--- src/rtl/output_record_arbiter.sv ---
// output_record_arbiter: merges the readback, service and hit-data record
// FIFOs into one 24-bit show-ahead stream for the output serializer.
// One source is granted per frame and frames are never interleaved. Hit
// data is force-granted after STARVE_LIMIT consecutive lower-index frames.
module output_record_arbiter #(
  parameter int unsigned STARVE_LIMIT = 4
) (
  input  logic             clk,
  input  logic             reset,
  input  logic [2:0]       srcEmpty,
  input  logic [2:0][24:0] srcData,
  output logic [2:0]       srcRead,
  input  logic [2:0]       enableMask,
  output logic             emptyFifo,
  output logic [23:0]      data,
  input  logic             readFifo,
  output logic [2:0]       grant,
  output logic             starveEvent
);

  localparam int unsigned NSRC  = 3;
  localparam int unsigned REC_W = 24;
  localparam int unsigned WORD_W = REC_W + 1;
  localparam int unsigned CNT_W = 3;

  localparam logic [CNT_W-1:0] STARVE_MAX = CNT_W'(7);
  localparam logic [CNT_W-1:0] LIMIT      = CNT_W'(STARVE_LIMIT);

  localparam logic [NSRC-1:0] G_READBACK = NSRC'(1);
  localparam logic [NSRC-1:0] G_SERVICE  = NSRC'(2);
  localparam logic [NSRC-1:0] G_HIT      = NSRC'(4);

  typedef enum logic {
    IDLE = 1'b0,
    BUSY = 1'b1
  } state_t;

  state_t            state;
  logic [CNT_W-1:0]  starve_cnt;
  logic [NSRC-1:0]   cand;
  logic              starve_due;
  logic              hold_free;
  logic              pop;
  logic [WORD_W-1:0] pop_word;

  // Pop strobe and popped-word mux; grant is one-hot so srcRead is too.
  always_comb begin
    srcRead    = '0;
    hold_free  = emptyFifo | readFifo;
    cand       = enableMask & ~srcEmpty;
    starve_due = (starve_cnt >= LIMIT) && cand[2];
    if (state == BUSY && hold_free) begin
      srcRead = grant & ~srcEmpty;
    end
    pop      = |srcRead;
    pop_word = ({WORD_W{srcRead[0]}} & srcData[0])
             | ({WORD_W{srcRead[1]}} & srcData[1])
             | ({WORD_W{srcRead[2]}} & srcData[2]);
  end

  // Arbitration FSM, starvation counter and the one-entry holding register.
  always_ff @(posedge clk or posedge reset) begin
    if (reset) begin
      state       <= IDLE;
      grant       <= '0;
      emptyFifo   <= 1'b1;
      data        <= '0;
      starveEvent <= 1'b0;
      starve_cnt  <= '0;
    end else begin
      starveEvent <= 1'b0;

      if (pop) begin
        data      <= pop_word[REC_W-1:0];
        emptyFifo <= 1'b0;
      end else if (readFifo) begin
        emptyFifo <= 1'b1;
      end

      case (state)
        IDLE: begin
          if (|cand) begin
            state <= BUSY;
            if (starve_due) begin
              grant       <= G_HIT;
              starveEvent <= 1'b1;
              starve_cnt  <= '0;
            end else if (cand[0] || cand[1]) begin
              grant <= cand[0] ? G_READBACK : G_SERVICE;
              if (cand[2] && starve_cnt != STARVE_MAX) begin
                starve_cnt <= starve_cnt + CNT_W'(1);
              end
            end else begin
              grant      <= G_HIT;
              starve_cnt <= '0;
            end
          end
        end
        BUSY: begin
          if (pop && pop_word[REC_W]) begin
            state <= IDLE;
            grant <= '0;
          end
        end
        default: begin
          state <= IDLE;
          grant <= '0;
        end
      endcase
    end
  end

endmodule

--- config.mk ---
export PLATFORM = sky130hd
export DESIGN_NAME = output_record_arbiter
export DESIGN_NICKNAME = d
export VERILOG_FILES = /design/src/rtl/output_record_arbiter.sv
export SDC_FILE = /design/constraint.sdc
export NUM_CORES = 1
export LEC_CHECK = 0
export CAP_MARGIN = 20
export CELL_PAD_IN_SITES_DETAIL_PLACEMENT = 0
export CELL_PAD_IN_SITES_GLOBAL_PLACEMENT = 1
export CORE_ASPECT_RATIO = 0.75
export CORE_MARGIN = 2
export CORE_UTILIZATION = 26
export CTS_CLUSTER_SIZE = 24
export DETAILED_ROUTE_END_ITERATION = 10
export PLACE_DENSITY = 0.82
export SLEW_MARGIN = 40
export SYNTH_ARGS = -nofsm -noshare
export SYNTH_HDL_FRONTEND = slang
export SYNTH_SLANG_ARGS = --single-unit
--- constraint.sdc ---
create_clock -name clk -period 1.7 [get_ports clk]
set_input_delay 0.17 -clock clk [delete_from_list [all_inputs] [get_ports clk]]
set_output_delay 0.17 -clock clk [all_outputs]
set_load 0.01 [all_outputs]
==> Word level (Yosys, flattened, before mapping) <==
Index checks and enable logic that the tools add are counted.
{ "op_classes": {"eq_ne": 4, "n_reduce_logical": 10, "n_lt_le_gt_ge": 1, "n_mux": 18, "n_mul": 0, "n_bitwise": 10, "add_sub_neg": 1, "shift": 0, "div_mod_pow": 0} }
{ "op_table": {"columns": ["operator", "n"], "rows": [
  ["$and 25x25->25", 3],
  ["$or 25x25->25", 2],
  ["$mux 3", 8],
  ["$mux 1", 7],
  ["$and 3x3->3", 2],
  ["$pmux 3 s2", 1],
  ["$reduce_or 3->1", 2],
  ["$logic_and 1x1->1", 4],
  ["$add 3x1->3 const B", 1],
  ["$ge 3x3->1 const B", 1],
  ["$ne 3x2->1 const B", 1],
  ["$ne 3x3->1 const B", 1],
  ["$not 3->3", 1],
  ["$reduce_and 3->1", 1],
  ["$mux 2", 1],
  ["$ne 2x1->1 const B", 1],
  ["$ne 2x2->1 const B", 1],
  ["$pmux 1 s2", 1],
  ["$reduce_and 2->1", 1],
  ["$reduce_bool 2->1", 1],
  ["$logic_or 1x1->1", 1],
  ["$not 1->1", 1],
  ["$or 1x1->1", 1]
]} }
{ "word_totals": {"memories": 0, "ramBits": 0, "rom_bits": 0, "latch_bits": 0, "out_inout_bits": 32, "register_bits": 33, "input_bits": 84} }

==> Depth between registers and ports, before layout <==
Gate-level depths: netlist of run 1.
{ "depth": {"word_depth": 9, "ltp_mapped": 6} }

==> Worst setup path before layout of run 1 <==
OpenSTA, ideal clock, no wires.
{ "synth_path": {"path_type": "register to register", "from": "reg emptyFifo", "to": "reg data[10]", "arrival_ns": 1.355, "path_buffers": 1, "path_slack_ns": 0.219, "stages_incl_launch_ff": 6, "path_cell_list": "dfstp_2 -> nor2_4 -> nor2b_2 -> o31ai_4 -> buf_6 -> a221o_1"} }
{ "synth_between": {"elab_chain_cells": 6, "word_cells_on_any_way": 9, "cone_classes": "1 x mux; 6 x bitwise; 2 x reduce/logical"} }
{ "synth_rtl": {"columns": ["element", "line", "text"], "rows": [
  ["start: declaration", "14", "output logic emptyFifo,"],
  ["start signal: assignment", "66", "emptyFifo <= 1'b1;"],
  ["start signal: assignment", "75", "emptyFifo <= 1'b0;"],
  ["start signal: assignment", "77", "emptyFifo <= 1'b1;"],
  ["$or 1x1->1 (*)", "49", "hold_free = emptyFifo | readFifo;"],
  ["$logic_and 1x1->1 (*)", "52", "if (state == BUSY && hold_free) begin"],
  ["$mux 3 (*)", "52", null],
  ["$and 25x25->25 (on tied branches)", "56, 57", null],
  ["$or 25x25->25", "57", "| ({WORD_W{srcRead[1]}} & srcData[1])"],
  ["$or 25x25->25", "58", "| ({WORD_W{srcRead[2]}} & srcData[2]);"],
  ["end signal: assignment", "74", "data <= pop_word[REC_W-1:0];"],
  ["end: declaration", "15", "output logic [23:0] data,"]
]} }
Mark *: on every way between the ends. The rest lies on a longest branch, timed or not.
A chain may end at the register's enable or synchronous reset.

==> Worst setup path in the final report of run 1 <==
{ "layout_path": {"from": "reg emptyFifo", "to": "out srcRead[1]"} }
{ "layout_between": {"elab_chain_cells": 3} }
{ "layout_rtl": {"columns": ["element", "line", "text"], "rows": [
  ["$or 1x1->1", "49", null],
  ["$logic_and 1x1->1", "52", null],
  ["$mux 3", "52", null],
  ["end: declaration", "12", "output logic [2:0] srcRead,"]
]} }
No other way between the ends.

==> metrics.md, run 1 <==
| Metric | Value |
|---|---|
| DRT antenna net count | `0` |
| P per Cell Area | `between 1000 and 1500 nW/um^2` |
| Slew HR | `0.783` |
| Max-slew violation count | `0` |
| Reg2Reg Depth | `6` |
| Syn Area/Cell | `between 10 and 15 um^2` |
| Root Driver | `clkbuf_8` |
| Cell taking the most area after synthesis | `dfrtp_1` |
| Clk pin slew, worst setup/hold paths | `roughly 0.070 ns` |
| First drt pass iteration count | `4` |
| Port-buffer cells | `roughly 120` |
| Final non-filler cell total | `375` |
| Chip height | `75.4 um` |
| Place WS | `-0.0940 ns` |
| CP endpoint kind | `output port` |
| Psw | `~1400 uW` |
| Worst path buffer plus inverter count | `1` |
| Net Sw Frac | `0.334` |
| Max incr delay on CP | `0.57 ns` |
| Logic pwr share | `0.536` |
| Via density per instance | `4.95` |
| Seq pwr share | `0.325` |
| All-layer global routing usage | `0.163` |
| Top-Level Pins | `between 100 and 150` |
| Top-count cell post-synth | `dfrtp_1` |
| Crit start category | `flop` |
| Critical path type | `reg2out` |
| Vias in the first global route | `around 1800` |
| Reg-to-reg endpoint | `data[10]` |
| Area grow syn2layout | `81.8%` |
| Synth top area cells | `dfrtp_1, a221o_1, a22oi_1` |
| Syn. warnings | `0` |
| Post-synth top cells | `dfrtp_1, nor2_1, a221o_1, a22oi_1` |
| P_int | `~2800 uW` |
| Worst Path Arrival | `1.44 ns` |
| Design area | `about 3200 um^2` |
| Worst-margin pin slew | `between 0.3 and 0.4 ns` |
| Placement Cell Area | `approximately 3100 um^2` |
| Worst path slowest cell | `dfstp_2` |
| Total clock buffers created by CTS | `5` |
| Area share of the largest cell type after synthesis | `0.453` |
| Routed len/inst | `16.4 um` |
| Setup slack on the worst flop-to-flop path | `around 0.15 ns` |
| VDD IR max | `between 0.3 and 0.4 mV` |
| CTS H-tree lvls | `2` |
| Worst min-delay path category | `in2async` |
| Family with the most delay on the worst path | `flip-flops` |
| DRT iter0 DRCs | `52` |
| Yosys cell types | `31` |
| First-pass GRT wire length | `just over 9 mm` |
| Layout cell share with drive strength beyond 1 | `0.126` |
| CP Max Fanout | `4` |
| Final WL | `slightly above 6 mm` |
| Worst Path Required | `about 1.5 ns` |
| CP cell instances | `nor2_4 -> nor2b_4 -> and2_4 -> clkdlybuf4s15_1` |
| RSZ-0062 raised after global routing | `no` |
| Clock sink count | `33` |
| Sequential area share after synthesis | `0.468` |
| Post-synth EDFFs | `0` |
| Die span in x | `about 99 um` |
| Hold WS | `0.0824 ns` |
| Leakage Power | `between 0.001 and 0.0015 uW` |
| DRC Markers | `0` |
| Initial antenna violation count | `0` |
| Netlist Area Pre-Place | `~1800 um^2` |
| Clock Tree Buf Depth | `2` |
| FMAX | `roughly 620 MHz` |
| Row count | `25` |
| Layout Skew | `0.00396 ns` |
| Synth Instances | `between 150 and 200` |
| Yosys reg bits | `33` |
| Async set-or-reset flop fraction in the synthesized netlist | `1.00` |
| R2R Path Start | `emptyFifo` |
| CTS tree | `built` |
| Maxcap violations | `0` |
| Final setup violation count | `0` |
| Clk Latency, worst-skew pair | `0.28 ns` |
| Final Cycle Share | `0.948` |
| Die area | `roughly 7500 um^2` |
| Hold Violations, Final | `0` |
| HPWL after DPL | `4.73 mm` |
| Initial Util | `0.274` |
| Setup bufs post-CTS | `0` |
| Setup ws final | `a little under 0.09 ns` |
| Nets | `380` |
| Vias | `roughly 1900` |
| Core area | `~6400 um^2` |
| GRT Residual Overflow | `0` |
| Fillers | `roughly 620` |
| Tmin final | `about 1.6 ns` |
| Syn_nets | `249` |
| Status | `finished clean` |
| Placer Congestion | `0.772` |
| Top FF cell, synth | `dfrtp_1` |
| Antenna Cells | `0` |
| Clock network fraction of total power | `0.139` |
| Largest net degree at the start of global routing | `31` |
| Dpl cells | `roughly 370` |
stage by stage:
step / total power [uW] / util / setup TNS, ns
2_1_floorplan: 2360 / - / 0
3_3_place_gp: 3550 / 0.485 / -1.16
3_5_place_dp: 3590 / 0.485 / -1.19
4_1_cts: 4180 / 0.497 / 0
5_1_grt: 4420 / 0.498 / 0
6_report: 4130 / 0.498 / 0
cell type report:
cell class | instances | area, um^2 | share of cell area
timing repair buffer | 137 | 1350 | 0.421
clock inverter | 1 | 5.00 | 0.00156
clock buffer | 7 | 76.3 | 0.0238
tap | 81 | 101 | 0.0316
sequential | 33 | 827 | 0.257
multi-input combinational | 112 | 836 | 0.260
inverter | 4 | 15.0 | 0.00467
cells in the final DEF, fill, tap and decap left out, types with 2 or more instances in the layout:
cell type | netlist | routed
buf_12 | 0 | 3
a22o_1 | 2 | 2
clkbuf_1 | 0 | 2
nand3b_1 | 4 | 4
ha_1 | 3 | 3
a221o_1 | 24 | 24
clkbuf_8 | 0 | 5
and2_1 | 2 | 2
clkdlybuf4s50_1 | 0 | 112
dfrtp_1 | 32 | 32
inv_1 | 4 | 4
a22oi_1 | 24 | 24
a21o_1 | 2 | 2
nor2_1 | 26 | 26
buf_4 | 0 | 19
nor2b_1 | 7 | 5
nand2b_1 | 2 | 2
nor2b_2 | 1 | 2
dlygate4sd2_1 | 0 | 2
routing by layer:
layer	wire length [um]	track usage	up-vias	part of all wire
li1	-	-	892	-
met1	2780	0.218	870	0.45
met2	2710	0.264	90	0.44
met3	618	0.0560	4	0.10
met4	29	0.0274	0	0.0047
met5	0	0	-	0
power groups by stage:
stage / registers, uW / clock network [uW] / logic, uW
2_1_floorplan: 1470 / 0 / 889
3_3_place_gp: 1350 / 0 / 2200
3_5_place_dp: 1350 / 0 / 2240
4_1_cts: 1350 / 596 / 2240
5_1_grt: 1390 / 633 / 2390
6_report: 1340 / 576 / 2210
state kept, by name, indices dropped and copies added (netlist names):
signal / cells
data: 24
emptyFifo: 1
grant: 3
starveEvent: 1
starve_cnt: 3
state: 1
worst register-to-register path, delay by kind of cell (launching register included):
kind            cells  cell delay, ns
buf+inv             2            0.32
flops               1            0.57
compound gates      2            0.35
simple gates        2            0.18
worst max-delay path by stage:
| stage | start | end | slack [ns] | cells after the start |
|---|---|---|---|---|
| finish | emptyFifo | srcRead[1] | 0.09 | 4 |
| global route | emptyFifo | srcRead[2] | 0.01 | 4 |
| CTS | emptyFifo | srcRead[1] | 0.002 | 4 |
| detailed placement | readFifo | srcRead[1] | -0.09 | 5 |
| global placement | srcEmpty[1] | srcRead[1] | -0.08 | 5 |
| floorplan | emptyFifo | data[10] | 0.22 | 5 |
timing repair:
item / in CTS / in global routing
resized for setup: 3 / 2
pin swaps: 0 / 0
endpoints found under the setup margin: 3 / 3
hold buffers: 0 / 0
kinds of logic after synthesis:
| kind of cell | synth area share |
|---|---|
| compound gates | 0.300 |
| fa+ha+maj | 0.0212 |
| buf+inv | 0.0666 |
| flops | 0.468 |
| mux | 0.00637 |
| simple gates | 0.137 |
Note: power is estimated with default switching activity, not from simulation.
==> inputs of run 2 (changes only) <==
CTS_CLUSTER_DIAMETER = 80   (was not set)
SLEW_MARGIN = 20   (was 40)
==> results of run 2 <==
Final layout, timing and power as in run 1 (identical DEF).
==> inputs of run 3 (changes only) <==
GPL_TIMING_DRIVEN = 0   (was not set)
==> metrics.md, run 3 (synthesis results as in run 1) <==
| Metric | Value |
|---|---|
| Max-slew violation count | `0 (unchanged)` |
| Leakage Power | `0.00133 uW (was 0.00134 uW)` |
| Worst Path Arrival | `1.80 ns (was 1.44 ns)` |
| Logic pwr share | `0.525 (was 0.536)` |
| Maxcap violations | `0 (unchanged)` |
| Critical path type | `reg2reg (was reg2out)` |
| Fillers | `617 (was 619)` |
| First-pass GRT wire length | `9.56 mm (was 9.23 mm)` |
| Final Util | `0.501 (was 0.498)` |
| Via density per instance | `4.98 (was 4.95)` |
| Top reg by flops | `data (unchanged)` |
| Worst Path Required | `1.86 ns (was 1.53 ns)` |
| Seq pwr share | `0.322 (was 0.325)` |
| P per Cell Area | `1300 nW/um^2 (was 1290 nW/um^2)` |
| All-layer global routing usage | `0.162 (was 0.163)` |
| Core area | `6440 um^2 (unchanged)` |
| Row count | `25 (unchanged)` |
| Layout cell share with drive strength beyond 1 | `0.148 (was 0.126)` |
| # hold bufs at CTS | `0 (unchanged)` |
| Slew HR | `0.519 (was 0.783)` |
| Most common library cell in the layout ignoring fill and taps | `clkdlybuf4s50_1 (unchanged)` |
| Top flop regs | `data (24), grant (3), starve_cnt (3) (unchanged)` |
| Final Cycle Share | `0.965 (was 0.948)` |
| Setup ws final | `0.0594 ns (was 0.0880 ns)` |
| Clock sink count | `33 (unchanged)` |
| Clock Tree Buf Depth | `2 (unchanged)` |
| FMAX | `610 MHz (was 620 MHz)` |
| VDD IR max | `0.382 mV (was 0.390 mV)` |
| CTS tree | `built (unchanged)` |
| Chip height | `75.4 um (unchanged)` |
| Final WL | `6.11 mm (was 6.14 mm)` |
| P_int | `2800 uW (was 2750 uW)` |
| Routed len/inst | `16.4 um (about the same)` |
| Status | `finished clean (unchanged)` |
| Hold WS | `0.338 ns (was 0.0824 ns)` |
| CTS H-tree lvls | `2 (unchanged)` |
| Tmin final | `1.64 ns (was 1.61 ns)` |
| Crit start category | `flop (unchanged)` |
| Top-Level Pins | `116 (unchanged)` |
| Psw | `1390 uW (was 1380 uW)` |
| First drt pass iteration count | `4 (unchanged)` |
| Antenna Cells | `0 (unchanged)` |
| Critical path launch point | `grant[0] (was emptyFifo)` |
| Most frequent cells in the layout | `clkdlybuf4s50_1, dfrtp_1, nor2_1 (unchanged)` |
| Area grow syn2layout | `82.8% (was 81.8%)` |
| R2R Path Start | `grant[0] (was emptyFifo)` |
| Vias in the first global route | `1867 (was 1845)` |
| Die span in x | `99.2 um (unchanged)` |
| GRT Residual Overflow | `0 (unchanged)` |
| DRT iter0 DRCs | `60 (was 52)` |
| Initial antenna violation count | `0 (unchanged)` |
| Hold Violations, Final | `0 (unchanged)` |
| Clk pin slew, worst setup/hold paths | `0.07 ns (about the same)` |
| Die area | `7480 um^2 (unchanged)` |
| Vias | `1852 (was 1856)` |
| DRC Markers | `0 (unchanged)` |
| Layout Skew | `0.00697 ns (was 0.00396 ns)` |
| CP endpoint kind | `flop (was output port)` |
| Nets | `377 (was 380)` |
| Max reg flops | `24 (unchanged)` |
| Initial Util | `0.274 (unchanged)` |
| Clk Latency, worst-skew pair | `0.28 ns (about the same)` |
| Clock network fraction of total power | `0.153 (was 0.139)` |
| Worst min-delay path category | `in2async (unchanged)` |
| Design Power | `4190 uW (was 4130 uW)` |
| Place WS | `-0.457 ns (was -0.0940 ns)` |
| Placer Congestion | `0.768 (was 0.772)` |
| Largest net degree at the start of global routing | `34 (was 31)` |
| Final setup violation count | `0 (unchanged)` |
| Net Sw Frac | `0.331 (was 0.334)` |
| Root Driver | `clkbuf_8 (unchanged)` |
| CP Max Fanout | `16 (was 4)` |
| Port-buffer cells | `115 (unchanged)` |
| HPWL after DPL | `4.51 mm (was 4.73 mm)` |
| Total clock buffers created by CTS | `5 (unchanged)` |
| DRT antenna net count | `0 (unchanged)` |
| Worst-margin pin slew | `0.720 ns (was 0.322 ns)` |
## run 3: cell types whose count changed in the layout (fill, tap and decap cells not counted), moves of 2 or more
cell,previous run,this run
clkbuf_1,2,0
buf_6,0,6
a22oi_2,0,4
dlygate4sd2_1,2,0
clkbuf_2,0,2
buf_4,19,9
clkbuf_8,5,7
buf_8,0,3
buf_2,0,2
buf_12,3,0
a22oi_1,24,20
## run 3: layer usage
metal | vias to the layer above | routed length (um) | GRT usage
met5 | - | 0 | 0
li1 | 881 | - | -
met1 | 884 | 2810 | 0.216
met4 | 0 | 15 | 0.0320
met3 | 2 | 553 | 0.0477
met2 | 85 | 2730 | 0.269
## run 3: power by group through the flow
| stage | Clock (uW) | Sequential [uW] | Combinational (uW) |
|---|---|---|---|
| final | 640 | 1350 | 2200 |
| after global placement | 0 | 1340 | 2050 |
| after global routing | 699 | 1400 | 2370 |
| after floorplan | 0 | 1470 | 889 |
| after CTS | 669 | 1340 | 2160 |
| after detailed placement | 0 | 1350 | 2080 |
## run 3: what timing repair did
| action | 4_1_cts | 5_1_grt |
|---|---|---|
| hold endpoints to repair | 0 | 0 |
| buffers inserted | 5 | 3 |
| resized for setup | 17 | 16 |
| endpoints found under the setup margin | 4 | 22 |
| pin swaps | 4 | 1 |
## run 3: worst paths after layout
kind | end | slack [ns] | cells past startpoint
worst max-delay path | data[15] | 0.06 | 7
worst min-delay path | starveEvent | 0.34 | 2
worst max register to register | data[15] | 0.06 | 7
worst min register to register | data[20] | 0.51 | 1
max in group asynchronous | data[19] | 0.90 | 2
min in group clk | data[8] | 0.51 | 2
## run 3: through the flow
| stage | instances | TNS, ns | cell area, um^2 |
|---|---|---|---|
| after floorplan | 162 | 0 | 1770 |
| after global placement | 358 | -6.88 | 3020 |
| after detailed placement | 358 | -5.58 | 3020 |
| after CTS | 370 | -0.250 | 3190 |
| after global routing | 372 | -0.00218 | 3230 |
| final | 372 | 0 | 3230 |
## run 3: final cells by class
| type | count | area, um^2 | area share |
|---|---|---|---|
| Tap cell | 81 | 101 | 0.0314 |
| Buffer | 11 | 111 | 0.0345 |
| Multi-Input combinational cell | 112 | 861 | 0.267 |
| Clock inverter | 1 | 5.00 | 0.00155 |
| Sequential cell | 33 | 827 | 0.256 |
| Clock buffer | 7 | 96.3 | 0.0298 |
| Inverter | 4 | 15.0 | 0.00465 |
| Timing Repair Buffer | 123 | 1210 | 0.375 |
## run 3: critical path, stage by stage, from the launching register on
cell and delay, ns:
dfrtp_1 0.42, nor2b_1 0.15, buf_6 0.12, buf_8 0.15, buf_8 0.15, a22oi_2 0.20, nor2_1 0.06, a221o_1 0.26
==> variant, RTL diff (flow settings as in run 2) <==
Make the reset (`reset`) synchronous in one clocked block.
--- a/src/rtl/output_record_arbiter.sv
+++ b/src/rtl/output_record_arbiter.sv
@@ -59,7 +59,7 @@
   end
 
   // Arbitration FSM, starvation counter and the one-entry holding register.
-  always_ff @(posedge clk or posedge reset) begin
+  always_ff @(posedge clk) begin
     if (reset) begin
       state       <= IDLE;
       grant       <= '0;
Behaviour: differs if reset is asserted again (counterexample within 4 cycles, from zero or initial values and one cycle with reset high); with reset held inactive, the same outputs for 10 cycles.
==> variant against run 2 <==
- die area is 6.4% lower
- area after synthesis is 6.7% lower
- global-route usage is 1.0 points higher
- utilization is 0.15 points higher
- routed wire length is 1.2% lower
- sequential cell count stayed put
- clock skew is 1.2 ps higher
- final area is 3.1% lower
- worst setup slack better by 32 ps
- sequential share of layout area is 4.4 points lower
- highest routed layer unchanged
Power is not compared: it rests on default switching activity, and its combinational part moved more than twofold at a synthesized area within 25%.
==> variant: results (changes against run 2) <==
metric	value	unit	change
outcome	completed		
dpl.hpwl	4700	um	-0.56%
place_ws	-176	ps	-82.3 ps
crit_arrival	1740	ps	+300 ps
cp_slowest_stage_delay	360	ps	-210 ps
grt_pass1_wl	9280	um	+0.60%
grt_max_degree	24		-23%
nets	390		+2.6%
synth_common_cells	33 x dfxtp_1, 26 x nor2_1, 24 x a222oi_1, 24 x a22o_1, 8 x clkbuf_1		
gp_congestion	0.808		+4.6%
tightestPinTransition	381	ps	+59.1 ps
grtUsageTotal	17.3	%	+1.0 points
synth_async_sr_flop_share	0	%	-100 points
cp_slowest_cell	dfxtp_1		
skew	5.20	ps	+1.24 ps
crit_fanout	11		+7
vias_per_cell	5.11		+3.3%
synth_nets	260		+4.4%
drive_above_1_share	13.2	%	+0.62 points
fillers	569		-8.1%
synthTopCellsByArea	dfxtp_1 40%, a222oi_1 15%, a22o_1 13%		
worstHoldPathType	input port to register		
crit_family	compound AO/OA/AOI/OAI gates		
synth-main-ff-cell	dfxtp_1		
dr.pass1.iters	5		+1
grt_pass1_vias	1945		+5.4%
drt_iter0_markers	148		+180%
synth_seq_area_share	40.1	%	-6.8 points
==> variant: logic make-up after synthesis <==
| family | after synthesis | synth area share [%] |
|---|---|---|
| compound gates | 64 | 34.9 |
| fa+ha+maj | 3 | 2.28 |
| buf+inv | 22 | 7.13 |
| flops | 33 | 40.1 |
| simple gates | 51 | 15.6 |
==> variant: worst paths after layout <==
path | from | to | slack [ps] | depth (start not counted)
worst max-delay path | state | data[7] | 120 | 8
worst min-delay path | readFifo | emptyFifo | 220 | 3
worst min register to register | grant[1] | grant[1] | 490 | 1
worst max register to register | state | data[7] | 120 | 8
==> variant: through the flow <==
| step | instance area (um2) | TNS, ps | cells |
|---|---|---|---|
| 6_report | 3110 | 0 | 384 |
| 5_1_grt | 3110 | 0 | 384 |
| 4_1_cts | 3100 | 0 | 384 |
| 3_5_place_dp | 2980 | -3570 | 374 |
| 3_3_place_gp | 2980 | -2080 | 374 |
| 2_1_floorplan | 1650 | 0 | 173 |
==> variant: cell type report <==
type	instances	area [um2]	share of cell area [%]
timing repair buffer	141	1350	43.2
multi-input combinational	118	901	29.0
sequential	33	663	21.3
tap	81	101	3.26
clock buffer	7	86.3	2.77
inverter	4	15.0	0.483
==> variant: timing repair <==
action	4_1_cts	5_1_grt
buffers inserted	3	0
resized for setup	8	4
pin swaps	1	2
endpoints found under the setup margin	3	11
==> variant: worst reg2reg max path, delay by kind of cell, from the launching register on <==
| family | cells | cell delay [ps] |
|---|---|---|
| simple gates | 1 | 80 |
| flops | 1 | 360 |
| buf+inv | 4 | 510 |
| compound gates | 3 | 510 |
==> variant: layer usage <==
metal  up-vias  part of all wire [%]  GRT usage (%)
met5         -                     0              0
met3        10                    10           6.92
met4         0                   1.8           5.24
met2        90                    45           27.4
met1       917                    43           21.7
li1        946                     -              -
